### src/rtl/data_cache_pkg.sv
// rtl/data_cache_pkg.sv - shared codes, FSM encoding and geometry for the data cache
package data_cache_pkg;

  localparam int LINES    = 8;
  localparam int INDEX_W  = 3;
  localparam int TAG_W    = 25;
  localparam int BLOCK_W  = 128;
  localparam int OFFSET_W = 4;
  localparam int BLKADR_W = 32 - OFFSET_W;

  localparam logic [2:0] F3_B  = 3'b000;
  localparam logic [2:0] F3_H  = 3'b001;
  localparam logic [2:0] F3_W  = 3'b010;
  localparam logic [2:0] F3_BU = 3'b100;
  localparam logic [2:0] F3_HU = 3'b101;

  typedef enum logic [1:0] {
    ST_IDLE      = 2'd0,
    ST_WRITEBACK = 2'd1,
    ST_FETCH     = 2'd2
  } state_e;

endpackage

### src/rtl/data_cache_if.sv
// rtl/data_cache_if.sv - CPU-side request and main-memory block bus of the data cache
interface data_cache_if;
  import data_cache_pkg::*;

  logic                mem_read;
  logic                mem_write;
  logic [2:0]          funct3;
  logic [31:0]         address;
  logic [31:0]         write_data;
  logic [31:0]         read_data;
  logic                busywait;
  logic                main_mem_read;
  logic                main_mem_write;
  logic [BLKADR_W-1:0] main_mem_address;
  logic [BLOCK_W-1:0]  main_mem_writedata;
  logic [BLOCK_W-1:0]  main_mem_readdata;
  logic                main_mem_busywait;

  modport slave (
    input  mem_read, mem_write, funct3, address, write_data,
    input  main_mem_readdata, main_mem_busywait,
    output read_data, busywait,
    output main_mem_read, main_mem_write, main_mem_address, main_mem_writedata
  );

  modport master (
    output mem_read, mem_write, funct3, address, write_data,
    output main_mem_readdata, main_mem_busywait,
    input  read_data, busywait,
    input  main_mem_read, main_mem_write, main_mem_address, main_mem_writedata
  );

endinterface

### src/rtl/data_cache_mem_align.sv
// rtl/data_cache_mem_align.sv - load lane extract/extend and store lane merge on one cache line
module mem_align
  import data_cache_pkg::*;
(
  input  logic [2:0]         funct3,
  input  logic [3:0]         addr_lo,
  input  logic [BLOCK_W-1:0] line,
  input  logic [31:0]        wdata,
  output logic [31:0]        rdata,
  output logic [BLOCK_W-1:0] merged
);

  logic [31:0] word;
  logic [7:0]  byte_sel;
  logic [15:0] half_sel;
  logic [3:0]  lane_mask;
  logic [31:0] wrep;
  logic [15:0] byte_en;

  always_comb begin
    word     = line[{addr_lo[3:2], 5'b00000} +: 32];
    byte_sel = word[{addr_lo[1:0], 3'b000} +: 8];
    half_sel = word[{addr_lo[1], 4'b0000} +: 16];
    case (funct3)
      F3_B:    rdata = {{24{byte_sel[7]}}, byte_sel};
      F3_BU:   rdata = {24'h000000, byte_sel};
      F3_H:    rdata = {{16{half_sel[15]}}, half_sel};
      F3_HU:   rdata = {16'h0000, half_sel};
      default: rdata = word;
    endcase
  end

  // Store data is replicated across lanes so the byte enable alone picks the target bytes.
  always_comb begin
    case (funct3[1:0])
      2'b00: begin
        lane_mask = 4'b0001 << addr_lo[1:0];
        wrep      = {4{wdata[7:0]}};
      end
      2'b01: begin
        lane_mask = addr_lo[1] ? 4'b1100 : 4'b0011;
        wrep      = {2{wdata[15:0]}};
      end
      default: begin
        lane_mask = 4'b1111;
        wrep      = wdata;
      end
    endcase
    byte_en = {12'h000, lane_mask} << {addr_lo[3:2], 2'b00};
    merged  = line;
    for (int i = 0; i < 16; i++) begin
      if (byte_en[i]) merged[i*8 +: 8] = wrep[(i%4)*8 +: 8];
    end
  end

endmodule

### src/rtl/data_cache.sv
// rtl/data_cache.sv - direct-mapped write-back, write-allocate data cache (8 x 128-bit lines)
module data_cache
  import data_cache_pkg::*;
(
  input  logic        clk,
  input  logic        rst_n,
  data_cache_if.slave bus
);

  state_e               state_q, state_d;
  logic [LINES-1:0]     valid_q, valid_d;
  logic [LINES-1:0]     dirty_q, dirty_d;
  logic [TAG_W-1:0]     tag_q  [LINES];
  logic [TAG_W-1:0]     tag_d  [LINES];
  logic [BLOCK_W-1:0]   data_q [LINES];
  logic [BLOCK_W-1:0]   data_d [LINES];

  logic [INDEX_W-1:0]   idx;
  logic [TAG_W-1:0]     tag;
  logic                 request;
  logic                 hit;
  logic [BLOCK_W-1:0]   line;
  logic [BLOCK_W-1:0]   merged_line;
  logic [31:0]          load_word;

  assign idx     = bus.address[6:4];
  assign tag     = bus.address[31:7];
  assign request = bus.mem_read | bus.mem_write;
  assign hit     = valid_q[idx] && (tag_q[idx] == tag);
  assign line    = data_q[idx];

  mem_align u_align (
    .funct3 (bus.funct3),
    .addr_lo(bus.address[3:0]),
    .line   (line),
    .wdata  (bus.write_data),
    .rdata  (load_word),
    .merged (merged_line)
  );

  assign bus.busywait  = request && ((state_q != ST_IDLE) || !hit);
  // A simultaneous read and write is a store, so no load data is returned for it.
  assign bus.read_data = (bus.mem_read && !bus.mem_write && hit && state_q == ST_IDLE)
                         ? load_word : 32'h0;

  always_comb begin
    state_d                = state_q;
    valid_d                = valid_q;
    dirty_d                = dirty_q;
    tag_d                  = tag_q;
    data_d                 = data_q;
    bus.main_mem_read      = 1'b0;
    bus.main_mem_write     = 1'b0;
    bus.main_mem_address   = '0;
    bus.main_mem_writedata = '0;
    case (state_q)
      ST_IDLE: begin
        if (request) begin
          if (hit) begin
            if (bus.mem_write) begin
              data_d[idx]  = merged_line;
              dirty_d[idx] = 1'b1;
            end
          end else if (valid_q[idx] && dirty_q[idx]) begin
            state_d = ST_WRITEBACK;
          end else begin
            state_d = ST_FETCH;
          end
        end
      end
      ST_WRITEBACK: begin
        bus.main_mem_write     = 1'b1;
        bus.main_mem_address   = {tag_q[idx], idx};
        bus.main_mem_writedata = line;
        if (!bus.main_mem_busywait) state_d = ST_FETCH;
      end
      ST_FETCH: begin
        bus.main_mem_read    = 1'b1;
        bus.main_mem_address = bus.address[31:4];
        if (!bus.main_mem_busywait) begin
          data_d[idx]  = bus.main_mem_readdata;
          tag_d[idx]   = tag;
          valid_d[idx] = 1'b1;
          dirty_d[idx] = 1'b0;
          state_d      = ST_IDLE;
        end
      end
      default: state_d = ST_IDLE;
    endcase
  end

  always_ff @(posedge clk or negedge rst_n) begin
    if (!rst_n) begin
      state_q <= ST_IDLE;
      valid_q <= '0;
      dirty_q <= '0;
    end else begin
      state_q <= state_d;
      valid_q <= valid_d;
      dirty_q <= dirty_d;
    end
  end

  // Tag and data arrays keep their contents across reset; valid bits gate their use.
  always_ff @(posedge clk) begin
    tag_q  <= tag_d;
    data_q <= data_d;
  end

endmodule

### src/flat_wrapper.sv
// flat-port wrapper written by rule: the top's interface ports become plain ports
module data_cache_flat import data_cache_pkg::*;
  (clk, rst_n, bus_mem_read, bus_mem_write, bus_funct3, bus_address, bus_write_data, bus_main_mem_readdata, bus_main_mem_busywait, bus_read_data, bus_busywait, bus_main_mem_read, bus_main_mem_write, bus_main_mem_address, bus_main_mem_writedata);
  data_cache_if bus_i ();
  input  logic clk;
  input  logic rst_n;
  input wire logic [$bits(bus_i.mem_read)-1:0] bus_mem_read;
  input wire logic [$bits(bus_i.mem_write)-1:0] bus_mem_write;
  input wire logic [$bits(bus_i.funct3)-1:0] bus_funct3;
  input wire logic [$bits(bus_i.address)-1:0] bus_address;
  input wire logic [$bits(bus_i.write_data)-1:0] bus_write_data;
  input wire logic [$bits(bus_i.main_mem_readdata)-1:0] bus_main_mem_readdata;
  input wire logic [$bits(bus_i.main_mem_busywait)-1:0] bus_main_mem_busywait;
  output wire logic [$bits(bus_i.read_data)-1:0] bus_read_data;
  output wire logic [$bits(bus_i.busywait)-1:0] bus_busywait;
  output wire logic [$bits(bus_i.main_mem_read)-1:0] bus_main_mem_read;
  output wire logic [$bits(bus_i.main_mem_write)-1:0] bus_main_mem_write;
  output wire logic [$bits(bus_i.main_mem_address)-1:0] bus_main_mem_address;
  output wire logic [$bits(bus_i.main_mem_writedata)-1:0] bus_main_mem_writedata;
  assign bus_i.mem_read = bus_mem_read;
  assign bus_i.mem_write = bus_mem_write;
  assign bus_i.funct3 = bus_funct3;
  assign bus_i.address = bus_address;
  assign bus_i.write_data = bus_write_data;
  assign bus_i.main_mem_readdata = bus_main_mem_readdata;
  assign bus_i.main_mem_busywait = bus_main_mem_busywait;
  assign bus_read_data = bus_i.read_data;
  assign bus_busywait = bus_i.busywait;
  assign bus_main_mem_read = bus_i.main_mem_read;
  assign bus_main_mem_write = bus_i.main_mem_write;
  assign bus_main_mem_address = bus_i.main_mem_address;
  assign bus_main_mem_writedata = bus_i.main_mem_writedata;
  data_cache u_core (.clk(clk), .rst_n(rst_n), .bus(bus_i));
endmodule
### config.mk
export PLATFORM = sky130hd
export DESIGN_NAME = data_cache_flat
export DESIGN_NICKNAME = d
export VERILOG_FILES = /design/src/rtl/data_cache_pkg.sv /design/src/rtl/data_cache_if.sv /design/src/rtl/data_cache_mem_align.sv /design/src/rtl/data_cache.sv /design/src/flat_wrapper.sv
export SDC_FILE = /design/constraint.sdc
export NUM_CORES = 2
export LEC_CHECK = 0
export CAP_MARGIN = 20
export CORE_MARGIN = 3
export CORE_UTILIZATION = 45
export DETAILED_ROUTE_END_ITERATION = 10
export HOLD_SLACK_MARGIN = 0.15
export PLACE_DENSITY_LB_ADDON = 0.1
export SYNTH_ARGS = -nofsm -noshare
export SYNTH_HDL_FRONTEND = slang
export SYNTH_HIERARCHICAL = 1
export SYNTH_SLANG_ARGS = --single-unit
### constraint.sdc
create_clock -name clk -period 11.5 [get_ports clk]
set_input_delay 2.875 -clock clk [delete_from_list [all_inputs] [get_ports clk]]
set_output_delay 2.875 -clock clk [all_outputs]
set_load 0.01 [all_outputs]
==> metrics.md <==
| Metric | Value |
|---|---|
| Post-DP HPWL | between 100000 and 150000 microns |
| Commonest cells post-synth | 1224 x edfxtp_1, 1104 x nor2_1, 280 x a22oi_1, 272 x mux2i_1, 268 x clkbuf_1 |
| DIE HEIGHT | 360.1 microns |
| CTS tree | yes |
| Post-Route WL | 227300 microns |
| Yosys top cell area share | 65.13% |
| Drt via density | between 6 and 7 |
| Met1 usage | a little under half |
| Worst Hold Class | flip-flop to flip-flop |
| Vias in the first global route | 39064 |
| Layout cells sized above 1 | 11.81% |
| R2R cell count | 9 |
| DRC | 0 |
| Initial DRT Pass Iterations | 6 |
| # port buffers | 390 |
| Area of the multi-input gates | 18020 sq um |
| Worst Path Max Fanout | 54 |
| Yosys cell types | between 70 and 80 |
| Most common cell in the synthesized netlist | edfxtp_1 |
| Leakage | 0.02326 uW |
| WP data required | 8630 ps |
| Fill cells | 10568 |
| Initial antenna violation count | 26 |
| Worst-path clk slew | 60 ps |
| Largest cells by area after synthesis | edfxtp_1 65%, nor2_1 7.3%, mux2i_1 4.8% |
| Post-layout total power | 12460 uW |
| Status | finished, final reports clean |
| Remaining antenna violation count | 0 |
| Die Width | 360.1 microns |
| Initial Utilization | between 40 and 50% |
| P&R area growth vs syn | 18.41% |
| WHS | 470.6 ps |
| Power density cells | 186.4 nW/um^2 |
| Post-Synthesis Cells | roughly 4400 |
| Total track usage | about 34% |
| Setup tns final | 0 ps |
| Yosys Warn Count | 6 |
| Global-route wire length before repair | between 300000 and 400000 microns |
| Vias | 41662 |
| Final period utilization | approximately nine tenths |
| Most used DFF post-synth | edfxtp_1 |
| Setup Buffers After CTS | 0 |
| Synth Cell Area | 56430 sq um |
| Met3 track demand over resource | 11.01% |
| GRT busiest layer | met2 |
| Routability-driven placement congestion ratio | 0.9460 |
| Critical Path AT | 7370 ps |
| Die area | 129700 sq um |
| Worst-skew pair later-pin latency | 750 ps |
| Sequential element share of the synthesized area | 65.93% |
| Async S/R FF share, synth | between 1 and 1.5% |
| Grt total ovfl | 0 |
| Crit path capture type | primary output |
| Post-route setup slack | 1259 ps |
| # hold bufs at CTS | 0 |
| DR WL/cell | 35.19 microns |
| Final nets | ~4900 |
| Initial drt markers | 6193 |
| Rows | 129 |
| Clock Path Buffers | 3 |
| Max-slew violations | 0 |
| CTS Buf Count | 136 |
| Met2 Track Usage GR | around 50% |
| Max frequency | 0.09765 GHz |
| Worst hold path depth | 1 |
| Worst-margin pin slew | around 1200 ps |
| Peak VDD IR | around 0.22 mV |
| Setup violation total in the final timing report | 0 |
| Max_cap viols | 0 |
| CP startpoint kind | input pin |
| Core area | 124100 sq um |
| #FFs+latches synth | around 1200 |
| Min Tclk post-route | 10240 ps |
| Mapped Nets | 4569 |
| # IOs | 391 |
| Unrepaired setup endpoints after global routing | no |
| Clock Skew | 23.04 ps |
| DP Worst Slack | 1258 ps |
| Top cell type by total area after synthesis | edfxtp_1 |
| Post_cts resized | 0 |
| Sequential standard cell area | around 37000 sq um |
| Synth Area per Inst | 12.93 sq um |
| Number of flops mapped to enable cells by yosys | 1224 |
| Sink Count | 1242 |
| Rel. slew slack | 16.62% |
| Largest net degree at the start of global routing | 130 |
| Crit Path Class | input pin to primary output |
| Final hold vios | 0 |
| H-tree depth | 4 |
| Clock root buffer | clkbuf_16 |
-- final timing paths --
path                                                 endpoint                           from  slack [ps]
worst max register to register    u_core/data_q[65]$_DFFE_PP_    u_core/tag_q[103]$_DFFE_PP_        6180
worst min-delay path            u_core/valid_q[7]$_DFFE_PN0P_  u_core/valid_q[7]$_DFFE_PN0P_         470
worst max-delay path                        bus_read_data[19]                 bus_address[4]        1260
max in group asynchronous       u_core/valid_q[5]$_DFFE_PN0P_                          rst_n        8240
worst min register to register  u_core/valid_q[7]$_DFFE_PN0P_  u_core/valid_q[7]$_DFFE_PN0P_         470
min in group asynchronous          asynchronous set/reset pin                          rst_n        2670
-- per-layer routing --
| layer | part of all wire, % | vias to the layer above | routed length, microns |
|---|---|---|---|
| li1 | - | 17075 | - |
| met1 | 38 | 21048 | 87450 |
| met2 | 43 | 3069 | 98260 |
| met3 | 14 | 458 | 30710 |
| met4 | 4.8 | 12 | 10820 |
| met5 | 0.039 | - | 89 |
-- worst max-delay path, stage by stage --
cell,delay [ps]
buf_8,450
buf_12,430
and2_4,690
buf_12,270
a22oi_1,110
nand3_1,280
mux2i_1,130
a2111oi_2,410
nand3_1,590
nand4_1,300
and2_1,200
clkdlybuf4s50_1,550
-- power by group --
group	internal, uW	switching (uW)
registers	5300	62.9
logic	863	1960
clock network	2470	1790
-- layout by cell type, fill, tap and decap left out, types with 8 or more instances in the layout --
cell type and instances:
and2_1 141, o21a_1 12, bufinv_16 9, nand4_1 68, nand2_1 141, o221ai_1 16
nor2_2 15, nand3_1 51, mux2i_1 272, xnor2_1 10, diode_2 15, edfxtp_1 1224
a22o_1 56, mux2_2 100, o22ai_1 17, clkbuf_16 143, nor2_1 1092, o21ai_0 106
nor3_1 8, dfrtp_1 18, or2_2 11, a31oi_1 42, clkbuf_1 37, a22oi_1 280
xor2_1 8, buf_4 122, a222oi_1 8, a21oi_1 61, clkinv_1 32, clkdlybuf4s50_1 384
a221oi_4 8, a221oi_1 46, nor2b_1 23, a221o_1 14, buf_12 18, mux4_2 75
clkinv_2 18, inv_1 13
-- per-stage QoR --
step | utilization [%] | cells | area, sq um
floorplan | - | 4366 | 56430
global placement | 50.34 | 6195 | 62480
detailed placement | 50.35 | 6197 | 62490
CTS | 53.80 | 6445 | 66780
global route | 53.81 | 6447 | 66790
finish | 53.84 | 6460 | 66820
-- flip-flops by register name, indices dropped and copies added (netlist names), named ones only --
register	cells
u_core/data_q	1024
u_core/tag_q	200
u_core/valid_q	8
u_core/state_q	2
-- cells by family (layout without fill, tap and decap cells) --
kind of cell / Yosys count / after routing / synth area share [%]
AO/OA/AOI/OAI: 708 / 708 / 9.073
XOR/XNOR: 18 / 18 / 0.2794
adder cells (fa/ha/maj): 3 / 3 / 0.06652
buffers and inverters: 350 / 792 / 2.590
flip-flops: 1242 / 1242 / 65.93
multiplexers: 452 / 452 / 9.966
other: 0 / 15 / 0
AND/OR/NAND/NOR: 1593 / 1593 / 12.10
-- final cells by class --
cell class / count / area share (%)
Antenna cell: 15 / 0.05617
Clock buffer: 180 / 5.563
Clock inverter: 68 / 0.8576
Inverter: 14 / 0.07864
Multi-Input combinational cell: 2774 / 26.97
Sequential cell: 1242 / 55.68
Tap cell: 1637 / 3.065
Timing Repair Buffer: 530 / 7.731
(Power assumes the default switching activity.)
